<file path="config.mk">
export PLATFORM = sky130hd
export DESIGN_NAME = mem_mod_mp_flat
export DESIGN_NICKNAME = d
export VERILOG_FILES = /design/src/rtl/mem_mod_mp_if.sv /design/src/rtl/mem_mod_mp.sv /design/src/flat_wrapper.sv
export SDC_FILE = /design/constraint.sdc
export NUM_CORES = 1
export LEC_CHECK = 0
export BUFFER_PORTS_ARGS = -buffer_cell sky130_fd_sc_hd__buf_4
export CAP_MARGIN = 20
export CORE_UTILIZATION = 57
export CTS_BUF_LIST = sky130_fd_sc_hd__clkbuf_2 sky130_fd_sc_hd__clkbuf_4 sky130_fd_sc_hd__clkbuf_8
export CTS_CLUSTER_DIAMETER = 80
export DETAILED_ROUTE_END_ITERATION = 8
export PLACE_DENSITY = 0.78
export REMOVE_ABC_BUFFERS = 1
export SYNTH_ARGS = -nofsm -noshare
export SYNTH_HDL_FRONTEND = slang
export SYNTH_SLANG_ARGS = --single-unit
</file>
<file path="constraint.sdc">
create_clock -name clk -period 1.9 [get_ports clk]
set_clock_uncertainty 0.2 [all_clocks]
set_input_delay 0.19 -clock clk [delete_from_list [all_inputs] [get_ports clk]]
set_output_delay 0.19 -clock clk [all_outputs]
set_load 0.03 [all_outputs]
</file>
<file path="src/rtl/mem_mod_mp_if.sv">
// mem_mod_mp_if: bundles the write port, the read ports and the status outputs of mem_mod_mp.
//   master modport: requester side. It drives the write/read requests and observes the results.
//   slave modport : memory side. It accepts the requests and drives rd_data/rd_valid/rd_err/wr_err/busy.
// rd_addr and rd_data are flattened per port: port p uses slice [p*W +: W].
interface mem_mod_mp_if #(
    parameter int unsigned DATA_WIDTH = 8,
    parameter int unsigned BYTE_W     = 8,
    parameter int unsigned ADDR_WIDTH = 4,
    parameter int unsigned RD_PORTS   = 2
);
    logic                             wr_en;
    logic [ADDR_WIDTH-1:0]            wr_addr;
    logic [DATA_WIDTH/BYTE_W-1:0]     wr_be;
    logic [DATA_WIDTH-1:0]            wr_data;
    logic [RD_PORTS-1:0]              rd_en;
    logic [RD_PORTS*ADDR_WIDTH-1:0]   rd_addr;
    logic [RD_PORTS*DATA_WIDTH-1:0]   rd_data;
    logic [RD_PORTS-1:0]              rd_valid;
    logic [RD_PORTS-1:0]              rd_err;
    logic                             wr_err;
    logic                             busy;

    modport master (
        output wr_en, wr_addr, wr_be, wr_data, rd_en, rd_addr,
        input  rd_data, rd_valid, rd_err, wr_err, busy
    );

    modport slave (
        input  wr_en, wr_addr, wr_be, wr_data, rd_en, rd_addr,
        output rd_data, rd_valid, rd_err, wr_err, busy
    );
endinterface

</file>
<file path="src/rtl/mem_mod_mp.sv">
// mem_mod_mp: scratch/register-file memory with one byte-enabled write port and RD_PORTS
// independent registered read ports. After reset a clear sequence writes INIT_VALUE to every
// word. busy is high while it runs and all requests are ignored during that time.
// Ports:
//   clk : rising-edge clock
//   rst : asynchronous active-high reset. It restarts the clear sequence.
//   bus : mem_mod_mp_if.slave. It carries the write request, the per-port read requests,
//         rd_data/rd_valid/rd_err, wr_err and busy.
// RDW_MODE selects what a read returns when the same cycle writes the same word:
// 0 returns the old word, 1 returns the word after the byte-lane merge.
module mem_mod_mp #(
    parameter int unsigned          DATA_WIDTH = 8,
    parameter int unsigned          BYTE_W     = 8,
    parameter int unsigned          DEPTH      = 16,
    parameter int unsigned          ADDR_WIDTH = (DEPTH > 1) ? $clog2(DEPTH) : 1,
    parameter int unsigned          RD_PORTS   = 2,
    parameter int unsigned          RDW_MODE   = 0,
    parameter logic [DATA_WIDTH-1:0] INIT_VALUE = '0
) (
    input  logic         clk,
    input  logic         rst,
    mem_mod_mp_if.slave  bus
);
    localparam int unsigned NUM_LANES = DATA_WIDTH / BYTE_W;
    // One extra bit so that DEPTH itself is representable when DEPTH is a power of two.
    localparam logic [ADDR_WIDTH:0]   DEPTH_W  = (ADDR_WIDTH + 1)'(DEPTH);
    localparam logic [ADDR_WIDTH-1:0] LAST_IDX = ADDR_WIDTH'(DEPTH - 1);

    typedef enum logic {StInit, StReady} state_t;

    state_t                         state_q;
    logic [ADDR_WIDTH-1:0]          cnt_q;
    logic                           busy_q;
    logic [RD_PORTS*DATA_WIDTH-1:0] rd_data_q;
    logic [RD_PORTS-1:0]            rd_valid_q;
    logic [RD_PORTS-1:0]            rd_err_q;
    logic                           wr_err_q;

    logic [DATA_WIDTH-1:0] mem [DEPTH];

    logic                  ready;
    logic                  wr_in_range;
    logic                  wr_fire;
    logic [DATA_WIDTH-1:0] lane_mask;
    logic [DATA_WIDTH-1:0] wr_old;
    logic [DATA_WIDTH-1:0] wr_merged;
    logic                  mem_we;
    logic [ADDR_WIDTH-1:0] mem_wa;
    logic [DATA_WIDTH-1:0] mem_wd;

    logic [ADDR_WIDTH-1:0] rd_addr_p   [RD_PORTS];
    logic [RD_PORTS-1:0]   rd_in_range;
    logic [DATA_WIDTH-1:0] rd_word     [RD_PORTS];

    assign ready       = (state_q == StReady);
    assign wr_in_range = ({1'b0, bus.wr_addr} < DEPTH_W);
    assign wr_fire     = ready && bus.wr_en && wr_in_range;

    // The write is a read-modify-write of the whole word. The same merged word also feeds
    // write-first reads.
    always_comb begin
        lane_mask = '0;
        for (int i = 0; i < NUM_LANES; i++) begin
            lane_mask[i*BYTE_W +: BYTE_W] = {BYTE_W{bus.wr_be[i]}};
        end
        wr_old    = wr_in_range ? mem[bus.wr_addr] : '0;
        wr_merged = (wr_old & ~lane_mask) | (bus.wr_data & lane_mask);
    end

    // The clear sequence owns the single memory write port while it runs.
    always_comb begin
        mem_we = 1'b0;
        mem_wa = bus.wr_addr;
        mem_wd = wr_merged;
        if (state_q == StInit) begin
            mem_we = 1'b1;
            mem_wa = cnt_q;
            mem_wd = INIT_VALUE;
        end else if (wr_fire) begin
            mem_we = 1'b1;
        end
    end

    always_ff @(posedge clk) begin
        if (mem_we) begin
            mem[mem_wa] <= mem_wd;
        end
    end

    always_comb begin
        for (int p = 0; p < RD_PORTS; p++) begin
            rd_addr_p[p]   = bus.rd_addr[p*ADDR_WIDTH +: ADDR_WIDTH];
            rd_in_range[p] = ({1'b0, rd_addr_p[p]} < DEPTH_W);
            rd_word[p]     = '0;
            if (rd_in_range[p]) begin
                if ((RDW_MODE == 1) && wr_fire && (rd_addr_p[p] == bus.wr_addr)) begin
                    rd_word[p] = wr_merged;
                end else begin
                    rd_word[p] = mem[rd_addr_p[p]];
                end
            end
        end
    end

    // Control FSM with all outputs registered. The rd_valid/rd_err/wr_err pulses default low
    // each cycle.
    always_ff @(posedge clk or posedge rst) begin
        if (rst) begin
            state_q    <= StInit;
            cnt_q      <= '0;
            busy_q     <= 1'b1;
            rd_data_q  <= '0;
            rd_valid_q <= '0;
            rd_err_q   <= '0;
            wr_err_q   <= 1'b0;
        end else begin
            rd_valid_q <= '0;
            rd_err_q   <= '0;
            wr_err_q   <= 1'b0;
            unique case (state_q)
                StInit: begin
                    if (cnt_q == LAST_IDX) begin
                        state_q <= StReady;
                        busy_q  <= 1'b0;
                        cnt_q   <= '0;
                    end else begin
                        cnt_q <= cnt_q + ADDR_WIDTH'(1);
                    end
                end
                StReady: begin
                    wr_err_q <= bus.wr_en && !wr_in_range;
                    for (int p = 0; p < RD_PORTS; p++) begin
                        if (bus.rd_en[p]) begin
                            rd_valid_q[p]                        <= 1'b1;
                            rd_err_q[p]                          <= !rd_in_range[p];
                            rd_data_q[p*DATA_WIDTH +: DATA_WIDTH] <= rd_word[p];
                        end
                    end
                end
                default: state_q <= StInit;
            endcase
        end
    end

    assign bus.rd_data  = rd_data_q;
    assign bus.rd_valid = rd_valid_q;
    assign bus.rd_err   = rd_err_q;
    assign bus.wr_err   = wr_err_q;
    assign bus.busy     = busy_q;
endmodule

</file>
<file path="src/flat_wrapper.sv">
// flat-port wrapper written by rule: the top's interface ports become plain ports
module mem_mod_mp_flat 
#(
    parameter int unsigned          DATA_WIDTH = 8,
    parameter int unsigned          BYTE_W     = 8,
    parameter int unsigned          DEPTH      = 16,
    parameter int unsigned          ADDR_WIDTH = (DEPTH > 1) ? $clog2(DEPTH) : 1,
    parameter int unsigned          RD_PORTS   = 2,
    parameter int unsigned          RDW_MODE   = 0,
    parameter logic [DATA_WIDTH-1:0] INIT_VALUE = '0
)
  (clk, rst, bus_wr_en, bus_wr_addr, bus_wr_be, bus_wr_data, bus_rd_en, bus_rd_addr, bus_rd_data, bus_rd_valid, bus_rd_err, bus_wr_err, bus_busy);
  mem_mod_mp_if #(.DATA_WIDTH(DATA_WIDTH), .BYTE_W(BYTE_W), .ADDR_WIDTH(ADDR_WIDTH), .RD_PORTS(RD_PORTS)) bus_i ();
  input  logic clk;
  input  logic rst;
  input wire logic [$bits(bus_i.wr_en)-1:0] bus_wr_en;
  input wire logic [$bits(bus_i.wr_addr)-1:0] bus_wr_addr;
  input wire logic [$bits(bus_i.wr_be)-1:0] bus_wr_be;
  input wire logic [$bits(bus_i.wr_data)-1:0] bus_wr_data;
  input wire logic [$bits(bus_i.rd_en)-1:0] bus_rd_en;
  input wire logic [$bits(bus_i.rd_addr)-1:0] bus_rd_addr;
  output wire logic [$bits(bus_i.rd_data)-1:0] bus_rd_data;
  output wire logic [$bits(bus_i.rd_valid)-1:0] bus_rd_valid;
  output wire logic [$bits(bus_i.rd_err)-1:0] bus_rd_err;
  output wire logic [$bits(bus_i.wr_err)-1:0] bus_wr_err;
  output wire logic [$bits(bus_i.busy)-1:0] bus_busy;
  assign bus_i.wr_en = bus_wr_en;
  assign bus_i.wr_addr = bus_wr_addr;
  assign bus_i.wr_be = bus_wr_be;
  assign bus_i.wr_data = bus_wr_data;
  assign bus_i.rd_en = bus_rd_en;
  assign bus_i.rd_addr = bus_rd_addr;
  assign bus_rd_data = bus_i.rd_data;
  assign bus_rd_valid = bus_i.rd_valid;
  assign bus_rd_err = bus_i.rd_err;
  assign bus_wr_err = bus_i.wr_err;
  assign bus_busy = bus_i.busy;
  mem_mod_mp #(.DATA_WIDTH(DATA_WIDTH), .BYTE_W(BYTE_W), .DEPTH(DEPTH), .ADDR_WIDTH(ADDR_WIDTH), .RD_PORTS(RD_PORTS), .RDW_MODE(RDW_MODE), .INIT_VALUE(INIT_VALUE)) u_core (.clk(clk), .rst(rst), .bus(bus_i));
endmodule
</file>
Word-level counts from Yosys, hierarchy flattened
Memories as Yosys holds them, arrays and structs flattened. A register that Yosys moved wholly into a read port is not among the register bits.
Index checks and enable logic that the tools add are counted.
{"block": "op_classes", "n_div": 0, "reduce_logical": 4, "order_cmp": 0, "shifts": 0, "mul": 0, "eq_ne": 1, "n_bitwise": 5, "n_mux": 12, "add_sub_neg": 1}
{"operator": "bitwise AND 8 bit", "n": 2}
{"operator": "2-to-1 mux 1 bit", "n": 8}
{"operator": "2-to-1 mux 4 bit", "n": 2}
{"operator": "2-to-1 mux 8 bit", "n": 1}
{"operator": "NOT 8 bit", "n": 1}
{"operator": "OR 8 bit", "n": 1}
{"operator": "AND reduction 2 bit", "n": 3}
{"operator": "adder 4 x 1 -> 4 bit, second input constant", "n": 1}
{"operator": "== test 4 bit, second input constant", "n": 1}
{"operator": "2-to-1 mux 2 bit", "n": 1}
{"operator": "logical AND 1 bit", "n": 1}
{"operator": "NOT 1 bit", "n": 1}
{"block": "totals", "mem_bits_ro": 0, "in_bits": 26, "output_inout_bits": 22, "wordCells": 28, "memories": 1, "ramBits": 128, "reg_bits": 8, "latch_bits": 0}
{"name": "u_core.mem", "depth": 16, "word_bits": 8, "rd": 3, "rd_clocked_by_memory_dff": 2, "wr": 1, "line": "mem_mod_mp.sv:39", "source": "logic [DATA_WIDTH-1:0] mem [DEPTH];"}

Longest topological paths before layout
Gate-level depths: netlist of the first run.
{"block": "depth", "depth_word": 5, "mapped_depth": 7, "ltp_nobuf": 4}

Worst setup path after synthesis of the first run
OpenSTA, ideal clock, no wires.
{"block": "synth_timing", "path_kind": "reg2reg", "startpoint": "register u_core.state_q (netlist: u_core.ready)", "endpoint": "memory u_core.mem[1][0], enable pin", "t_arrival_ps": 1313, "path_stages_with_launch": 4, "setup_ps": 370, "required_ps": 1330, "period_less_slack_ps": 1883, "n_path_buf": 1, "setup_slack_ps": 17, "cell_sequence": "dfrtp_1 > buf_4 > o32a_1 > nor2_1"}
{"block": "synth_via", "elab_chain_len": 5, "elab_cells_between_ends": 6, "classes_between": "5 x mux; 1 x reduce/logical"}
{"element": "start, declared", "line": "mem_mod_mp.sv:31", "source": "state_t state_q;"}
{"element": "start signal, assigned", "line": "mem_mod_mp.sv:109", "source": "state_q <= StInit;"}
{"element": "start signal, assigned", "line": "mem_mod_mp.sv:123", "source": "state_q <= StReady;"}
{"element": "start signal, assigned", "line": "mem_mod_mp.sv:140", "source": "default: state_q <= StInit;"}
{"element": "logical AND 1 bit", "line": "mem_mod_mp.sv:57", "source": "assign wr_fire = ready && bus.wr_en && wr_in_range;"}
{"element": "2-to-1 mux 1 bit", "line": "mem_mod_mp.sv:79", "source": "end else if (wr_fire) begin"}
{"element": "2-to-1 mux 1 bit", "line": "mem_mod_mp.sv:75", "source": "if (state_q == StInit) begin"}
{"element": "2-to-1 mux 1 bit", "line": "mem_mod_mp.sv:85", "source": "if (mem_we) begin"}
{"element": "2-to-1 mux 1 bit (implied by the code)", "line": "mem_mod_mp.sv:86", "source": "mem[mem_wa] <= mem_wd;"}
{"element": "end, declared", "line": "mem_mod_mp.sv:39"}
Several ways; a longest one is shown, not always the timed one.

Final worst setup path of the first run
{"block": "layout_timing", "startpoint": "register u_core.state_q (netlist: u_core.ready)", "endpoint": "memory u_core.mem[15][1], enable pin"}
The elaborated chain is that of the path after synthesis.

==> run metrics, run 1 <==
status finished, final reports clean; ratio of cells with drive above 1 in the final layout 0.224; critical path fanouts, max 18; Hold Path Class input pin to flop; Final Max Slew Viols 0; Post-Syn Area 8460 µm²; crit path cell chain buf_6, nand2b_2, o21a_2, nor2_2, buf_4; first-pass GRT wire length 36.6 mm; Worst-path clk slew 0.09 ns; #FFs+latches synth 152; initial antenna violation count 0; Main synth FF type edfxtp_1; vias in the first global route 6452; CTS buffer count 17; Hold WS 0.0267 ns; site row count 44; Mapped Cells 688; Slew @ Worst Pin 0.553 ns; post-DR vias/cell 6.71; ys async rst share 0.158; CTS Root Buffer Type clkbuf_8; Placer Congestion 0.963; pwr dens 791 nW/µm²; hpwl dp 16.4 mm; number of flops mapped to enable cells by yosys 128; routed wire length 24.9 mm; Hold Vio Cnt, Final 0; Fin Setup TNS 0 ns; clk sink count 152; Final Cycle Share 0.995; drt first pass iters 6; # nets final 807; All-Layer GR Usage 0.342; Yosys warnings 0; slew margin rel. 0.631; CTS tree yes; postcts setup bufs 0; slowest CP cell dfrtp_1; worst stage delay on the critical path 0.40 ns; n_diodes 0; flop-to-flop setup slack 0.01 ns; fillers 1003; setup violators final 0; P_leak 4.03 nW; Initial DRC Count 879; Die Width 124 µm; core area 14500 µm²; critical path capture point type flop; synthesized area per cell 12.3 µm²; Critical Path Source Type flop; vias 6555; Ports 48; Clock Latency Late Sink 0.47 ns; grt ovf 0; Die Outline Area 15300 µm²; MaxCap Viol Count 0; Starting Density 0.584; WS Path Type flop to flop; port bufs 44; post-synth cell types 41; maximum clock rate 529 MHz; RSZ-0062 raised after global routing true; largest net degree at the start of global routing 38; routed length per placed instance 25.5 µm; Crit path required time 1.88 ns; DRC viols 0; DIE HEIGHT 124 µm; min cycle time layout 1.89 ns; Antenna Nets Post-Route 0; sequential-to-total area share from yosys stat 0.526; Layout area overhead 17.0%; Worst IR Drop VDD 551 µV; Arr. time, crit path 1.87 ns; level count of the clock H-tree 4; Max clock buf depth 2
==> metal layers <==
| metal | up-vias | routed length (µm) | global-route usage |
|---|---|---|---|
| li1 | 2818 | - | - |
| met1 | 3166 | 9270 | 0.436 |
| met2 | 476 | 11800 | 0.529 |
| met3 | 95 | 2700 | 0.0820 |
| met4 | 0 | 1160 | 0.208 |
| met5 | - | 0 | 0 |
==> synth_stat cells (10+ instances only) <==
library cell | instances | area, µm²
a21oi_1 | 10 | 50.1
a22oi_1 | 69 | 518
buf_2 | 15 | 75.1
buf_4 | 11 | 82.6
buf_6 | 13 | 146
dfrtp_1 | 23 | 576
edfxtp_1 | 128 | 3840
mux2i_1 | 192 | 1920
nand2_1 | 69 | 259
nand3_1 | 56 | 280
nand4_1 | 17 | 106
nor2_1 | 24 | 90.1
==> per-stage QoR <==
stage,total power [mW],cell area (µm²),setup WS [ns],cells,utilization
after floorplan,4.43,8010,-0.0857,638,-
after global routing,8.06,9900,-0.0345,977,0.684
after global placement,4.98,9250,-0.0163,938,0.639
after detailed placement,5.00,9250,-0.0589,938,0.639
after CTS,7.81,9790,-0.00769,977,0.676
final,7.83,9900,0.00961,977,0.684
==> power by group <==
part | internal (mW) | total, mW | switching, mW
Sequential | 3.75 | 3.81 | 0.0580
Clock | 1.57 | 2.84 | 1.27
Combinational | 0.462 | 1.18 | 0.715
==> worst paths after layout <==
check / cells past startpoint / startpoint / end
min reg2reg: 1 / u_core.bus.busy$_DFFE_PP1P_ / u_core.bus.busy$_DFFE_PP1P_
max: 5 / u_core.ready$_DFF_PP0_ / u_core.mem[15][1]$_DFFE_PP_
max in group asynchronous: 4 / rst / u_core.bus.busy$_DFFE_PP1P_
max reg2reg: 5 / u_core.ready$_DFF_PP0_ / u_core.mem[15][1]$_DFFE_PP_
min: 4 / bus_wr_data[1] / u_core.mem[11][1]$_DFFE_PP_
min in group asynchronous: 4 / rst / u_core.bus.rd_data[13]$_DFFE_PP0P_
==> repair_timing <==
item | in CTS | in global routing
pin swaps | 1 | 0
hold endpoints to repair | 56 | 0
cloned | 0 | 0
setup endpoints to repair | 16 | 218
hold buffers | 7 | 0
gates resized for setup | 4 | 27
==> logic make-up after synthesis <==
group	after synthesis	share of synthesized area
mux	193	0.229
simple gates	188	0.104
flops	152	0.526
compound gates	94	0.0827
buf+inv	58	0.0562
fa+ha+maj	1	0.00148
other cells	1	0.000443
xor+xnor	1	0.00104
==> state kept, by name (all words and copies together), names as in the netlist <==
name,count
u_core.bus.busy,1
u_core.bus.rd_data,16
u_core.bus.rd_valid,2
u_core.cnt_q,4
u_core.mem,128
u_core.ready,1
==> cells in the final DEF, fill, tap and decap left out, types with 2 or more instances in the layout <==
cell,n
conb_1,3
nor2_4,4
a22oi_2,5
and2_1,4
o21ai_0,2
nand3_1,56
clkbuf_8,17
clkinv_4,3
nand4_1,17
buf_6,5
edfxtp_1,128
bufinv_16,5
mux2i_1,192
a22oi_1,68
inv_6,2
a21oi_1,9
nand2_1,69
buf_4,100
dlygate4sd3_1,7
nor2_2,9
nor2b_1,7
nor2_1,13
and3_1,2
dfrtp_1,22
inv_1,6
clkinvlp_4,3
buf_12,11
==> cell type report <==
| type | instances | area [µm²] | share of cell area |
|---|---|---|---|
| clock buffers | 17 | 234 | 0.0236 |
| clock inverters | 15 | 225 | 0.0228 |
| inverters | 6 | 22.5 | 0.00228 |
| multi-input cells | 480 | 3640 | 0.368 |
| flip-flops and latches | 152 | 4450 | 0.449 |
| well taps | 184 | 230 | 0.0233 |
| repair buffers | 123 | 1100 | 0.111 |
==> critical path, delay by kind of cell (launching register included) <==
family | cells | cell delay, ns
simple gates | 2 | 0.38
flops | 1 | 0.40
compound gates | 1 | 0.26
buf+inv | 2 | 0.35
No activity file was read; power rests on OpenSTA's default activity.
==> run 2: changes to the inputs <==
--- a/config.mk
+++ b/config.mk
@@ -5,7 +5,7 @@
 export SDC_FILE = /design/constraint.sdc
 export NUM_CORES = 1
 export LEC_CHECK = 0
-export BUFFER_PORTS_ARGS = -buffer_cell sky130_fd_sc_hd__buf_4
+export BUFFER_PORTS_ARGS = -buffer_cell sky130_fd_sc_hd__buf_2
 export CAP_MARGIN = 20
 export CORE_UTILIZATION = 57
 export CTS_BUF_LIST = sky130_fd_sc_hd__clkbuf_2 sky130_fd_sc_hd__clkbuf_4 sky130_fd_sc_hd__clkbuf_8
==> run metrics, run 2 (synthesis results as in run 1) <==
CTS buffer count 17; initial antenna violation count 0; post-DR vias/cell 6.90; fin util 0.696; critical path fanouts, max 8; Final Cycle Share 1.04; most frequent cells in the layout mux2i_1, edfxtp_1, nand2_1, a22oi_1, buf_4; Arr. time, crit path 1.94 ns; P_leak 4.16 nW; Hold Vio Cnt, Final 0; min cycle time layout 1.98 ns; ratio of cells with drive above 1 in the final layout 0.261; RSZ-0062 raised after global routing true; HP Start bus_wr_data[7]; WS Path Type flop to flop; n_diodes 0; hpwl dp 17.0 mm; hold endpoint u_core.mem[11][7]$_DFFE_PP_; site row count 44; routed length per placed instance 26.8 µm; core area 14500 µm²; worst r2r path cells 5; vias 6877; final worst slack -0.0765 ns; failing checks negative setup slack; Worst-path clk slew 0.08 ns; multi-input logic area 3730 µm²; All-Layer GR Usage 0.350; clk sink count 152; Sequential cell area 4450 µm²; port bufs 44; commonest non-fill, non-tap cell in the layout mux2i_1; DIE HEIGHT 124 µm; fillers 1006; maximum clock rate 506 MHz; Max clock buf depth 2; # nets final 826; Die Width 124 µm; Antenna Nets Post-Route 0; Worst IR Drop VDD 472 µV; Initial DRC Count 1028; Clock Latency Late Sink 0.47 ns; Final Max Slew Viols 0; Ports 48; hold path depth 4; grt ovf 0; MaxCap Viol Count 0; DRC viols 0; largest net degree at the start of global routing 45; Top reg by flops u_core.mem; Crit path required time 1.86 ns; CTS Root Buffer Type clkbuf_8; setup violators final 115; drt first pass iters 7; CTS tree yes; Critical Path Source Type flop; pwr dens 757 nW/µm²; routed wire length 26.7 mm; Placer Congestion 0.884; level count of the clock H-tree 4; Layout area overhead 19.1%; Hold Path Class input pin to flop; Die Outline Area 15300 µm²; reg2reg end u_core.mem[13][5]$_DFFE_PP_; Hold WS 0.00438 ns; first-pass GRT wire length 37.7 mm; Worst R2R Start u_core.ready$_DFF_PP0_; flop-to-flop setup slack -0.08 ns; status finished, violations left; Starting Density 0.584; vias in the first global route 6597; critical path capture point type flop; max reg flops 128
## run 2: what timing repair did
| item | 4_1_cts | 5_1_grt |
|---|---|---|
| resized for setup | 17 | 61 |
| hold endpoints to repair | 26 | 0 |
| setup endpoints to repair | 128 | 216 |
| cloned | 1 | 5 |
| pin swaps | 3 | 16 |
| hold buffers | 3 | 0 |
| setup buffers | 3 | 1 |
## run 2: per-layer routing
layer  part of all wire  GRT usage  up-vias
li1                   -          -     2848
met1               0.37      0.472     3322
met2               0.44      0.516      565
met3               0.13     0.0765      142
met4              0.056      0.215        0
met5                  0          0        -
## run 2: worst max-delay path by stage
stage          cells past startpoint                           to              startpoint  slack, ns
4_1_cts                            8  u_core.mem[10][1]$_DFFE_PP_  u_core.ready$_DFF_PP0_      -0.02
6_report                           5  u_core.mem[13][5]$_DFFE_PP_  u_core.ready$_DFF_PP0_      -0.08
2_1_floorplan                      3  u_core.mem[14][0]$_DFFE_PP_  u_core.ready$_DFF_PP0_      -0.09
3_3_place_gp                       4   u_core.mem[2][3]$_DFFE_PP_  u_core.ready$_DFF_PP0_      -0.08
5_1_grt                            5   u_core.mem[0][0]$_DFFE_PP_  u_core.ready$_DFF_PP0_      -0.12
3_5_place_dp                       4   u_core.mem[2][7]$_DFFE_PP_  u_core.ready$_DFF_PP0_      -0.15
## run 2: stage by stage
| stage | total power [mW] | setup WS, ns | TNS [ns] | instances | area (µm²) |
|---|---|---|---|---|---|
| after CTS | 7.51 | -0.0183 | -0.538 | 990 | 9800 |
| final | 7.63 | -0.0765 | -3.04 | 996 | 10100 |
| after detailed placement | 5.01 | -0.150 | -8.00 | 951 | 9270 |
| after global placement | 4.97 | -0.0837 | -5.16 | 951 | 9270 |
| after floorplan | 4.43 | -0.0857 | -6.40 | 638 | 8010 |
| after global routing | 7.81 | -0.119 | -8.22 | 996 | 10100 |
## run 2: where the power goes
group / internal, mW / switching [mW] / leakage [nW]
Combinational: 0.481 / 0.776 / 2.50
Clock: 1.39 / 1.16 / 0.214
Sequential: 3.75 / 0.0576 / 1.45
## run 2: critical path, stage by stage, from the launching register on
cell	delay (ns)
dfrtp_1	0.42
buf_6	0.14
buf_4	0.14
o32a_1	0.39
nor2_1	0.17
buf_6	0.21
## run 2: area by class of cell
| type | instances | area share |
|---|---|---|
| clock buffers | 22 | 0.0282 |
| multi-input cells | 480 | 0.370 |
| clock inverters | 10 | 0.0125 |
| repair buffers | 142 | 0.123 |
| inverters | 6 | 0.00224 |
| flip-flops and latches | 152 | 0.441 |
| well taps | 184 | 0.0229 |
==> run 3: changes to the inputs <==
--- a/config.mk
+++ b/config.mk
@@ -7,11 +7,10 @@
 export LEC_CHECK = 0
 export BUFFER_PORTS_ARGS = -buffer_cell sky130_fd_sc_hd__buf_2
 export CAP_MARGIN = 20
-export CORE_UTILIZATION = 57
+export CORE_UTILIZATION = 45
 export CTS_BUF_LIST = sky130_fd_sc_hd__clkbuf_2 sky130_fd_sc_hd__clkbuf_4 sky130_fd_sc_hd__clkbuf_8
 export CTS_CLUSTER_DIAMETER = 80
 export DETAILED_ROUTE_END_ITERATION = 8
-export PLACE_DENSITY = 0.78
 export REMOVE_ABC_BUFFERS = 1
 export SYNTH_ARGS = -nofsm -noshare
 export SYNTH_HDL_FRONTEND = slang
==> run metrics, run 3 (synthesis results as in run 1) <==
Hold Path Class input pin to flop; Die Outline Area 19300 µm²; core area 18200 µm²; Hold WS 0.0300 ns; first-pass GRT wire length 39.5 mm; Hold Vio Cnt, Final 0; critical path fanouts, max 8; Antenna Nets Post-Route 0; setup violators final 0; Critical Path Source Type flop; Gate power share 0.152; WS Path Type flop to flop; routed length per placed instance 25.4 µm; n_diodes 0; Design Power 7.62 mW; All-Layer GR Usage 0.280; design area 9890 µm²; Fin Setup TNS 0 ns; Placer Congestion 0.985; failing checks design-rule violations; initial antenna violation count 0; net load switching power 2.01 mW; multi-input logic area 3620 µm²; critical path capture point type flop; Sequential cell area 4450 µm²; grt ovf 0; Slew @ Worst Pin 0.577 ns; # nets final 817; MaxCap Viol Count 0; fillers 1518; Max clock buf depth 2; Initial DRC Count 653; drt first pass iters 7; clk sink count 152; DRC viols 6; Cell Count, Final, Fillers Out 1032; Die Width 139 µm; # placed instances 995; Worst IR Drop VDD 486 µV; Crit path required time 1.87 ns; min cycle time layout 1.85 ns; Layout area overhead 17.0%; Arr. time, crit path 1.82 ns; DIE HEIGHT 139 µm; maximum clock rate 540 MHz; Worst-path clk slew 0.09 ns; commonest non-fill, non-tap cell in the layout mux2i_1; site row count 49; port bufs 44; status finished, violations left; post-DR vias/cell 6.33; level count of the clock H-tree 4; Final Max Slew Viols 0; vias in the first global route 6587; most frequent cells in the layout mux2i_1, edfxtp_1, nand2_1; Final Cycle Share 0.974; Starting Density 0.465; routed wire length 26.3 mm; Sw Share 0.264; hpwl dp 18.0 mm; internal power 5.61 mW; clock group share of total power 0.349; ratio of cells with drive above 1 in the final layout 0.233; largest net degree at the start of global routing 43; pwr dens 771 nW/µm²; slew margin rel. 0.615; P_leak 4.06 nW; Ports 48; CTS buffer count 17; CTS tree yes; Placed Area 9310 µm²; Clock Latency Late Sink 0.47 ns; CTS Root Buffer Type clkbuf_8; vias 6529; sequential power share 0.499; max reg flops 128; Top reg by flops u_core.mem
[run 3: cell count changes in the layout (fill, tap and decap cells not counted), moves of 3 or more]
cell,previous run,this run
buf_4,58,64
buf_6,26,12
nand3_1,46,56
a21oi_2,4,0
nand3_2,8,0
a21oi_1,4,10
nor2_2,8,11
[run 3: final timing paths]
path | startpoint | end | slack, ns | cells after the start
setup / recovery | u_core.ready$_DFF_PP0_ | u_core.mem[1][0]$_DFFE_PP_ | 0.05 | 4
hold / removal | bus_wr_data[3] | u_core.mem[1][3]$_DFFE_PP_ | 0.03 | 4
setup reg to reg | u_core.ready$_DFF_PP0_ | u_core.mem[1][0]$_DFFE_PP_ | 0.05 | 4
hold reg to reg | u_core.bus.busy$_DFFE_PP1P_ | u_core.bus.busy$_DFFE_PP1P_ | 0.26 | 1
max in group asynchronous | rst | u_core.bus.rd_data[6]$_DFFE_PP0P_ | 0.88 | 4
min in group asynchronous | rst | u_core.cnt_q[3]$_DFFE_PP0N_ | 0.12 | 3
[run 3: power groups by stage]
stage	Combinational (mW)	Sequential [mW]	Clock, mW
3_5_place_dp	1.13	3.88	0
6_report	1.16	3.81	2.66
5_1_grt	1.23	3.81	2.84
4_1_cts	1.14	3.80	2.70
3_3_place_gp	1.11	3.87	0
2_1_floorplan	0.461	3.97	0
[run 3: timing repair]
item | in CTS | in global routing
buffers inserted | 1 | 0
hold buffers | 4 | 0
endpoints found under the setup margin | 60 | 124
pin swaps | 1 | 1
resized for setup | 4 | 29
endpoints found under the hold margin | 42 | 0
[run 3: through the flow]
step	util	worst slack, ns
CTS	0.538	-0.00780
global placement	0.511	-0.0175
floorplan	-	-0.0857
detailed placement	0.511	-0.0838
global route	0.543	-0.0164
finish	0.543	0.0492
[run 3: final cells by class]
class / count / share of cell area
flip-flops and latches: 152 / 0.449
well taps: 229 / 0.0290
multi-input cells: 480 / 0.366
clock buffers: 18 / 0.0244
inverters: 6 / 0.00228
clock inverters: 14 / 0.0182
repair buffers: 133 / 0.111
[run 3: routing by layer]
| metal | part of all wire | up-vias | global-route usage | wire length, µm |
|---|---|---|---|---|
| met5 | 0 | - | 0 | 0 |
| met2 | 0.45 | 359 | 0.432 | 11900 |
| li1 | - | 2833 | - | - |
| met4 | 0.038 | 0 | 0.137 | 993 |
| met1 | 0.42 | 3265 | 0.375 | 11000 |
| met3 | 0.092 | 72 | 0.0604 | 2430 |
[run 3: critical path, stage by stage (launching register included)]
cell,delay [ns]
dfrtp_1,0.42
buf_4,0.17
o32a_1,0.41
nor2_1,0.16
buf_6,0.20
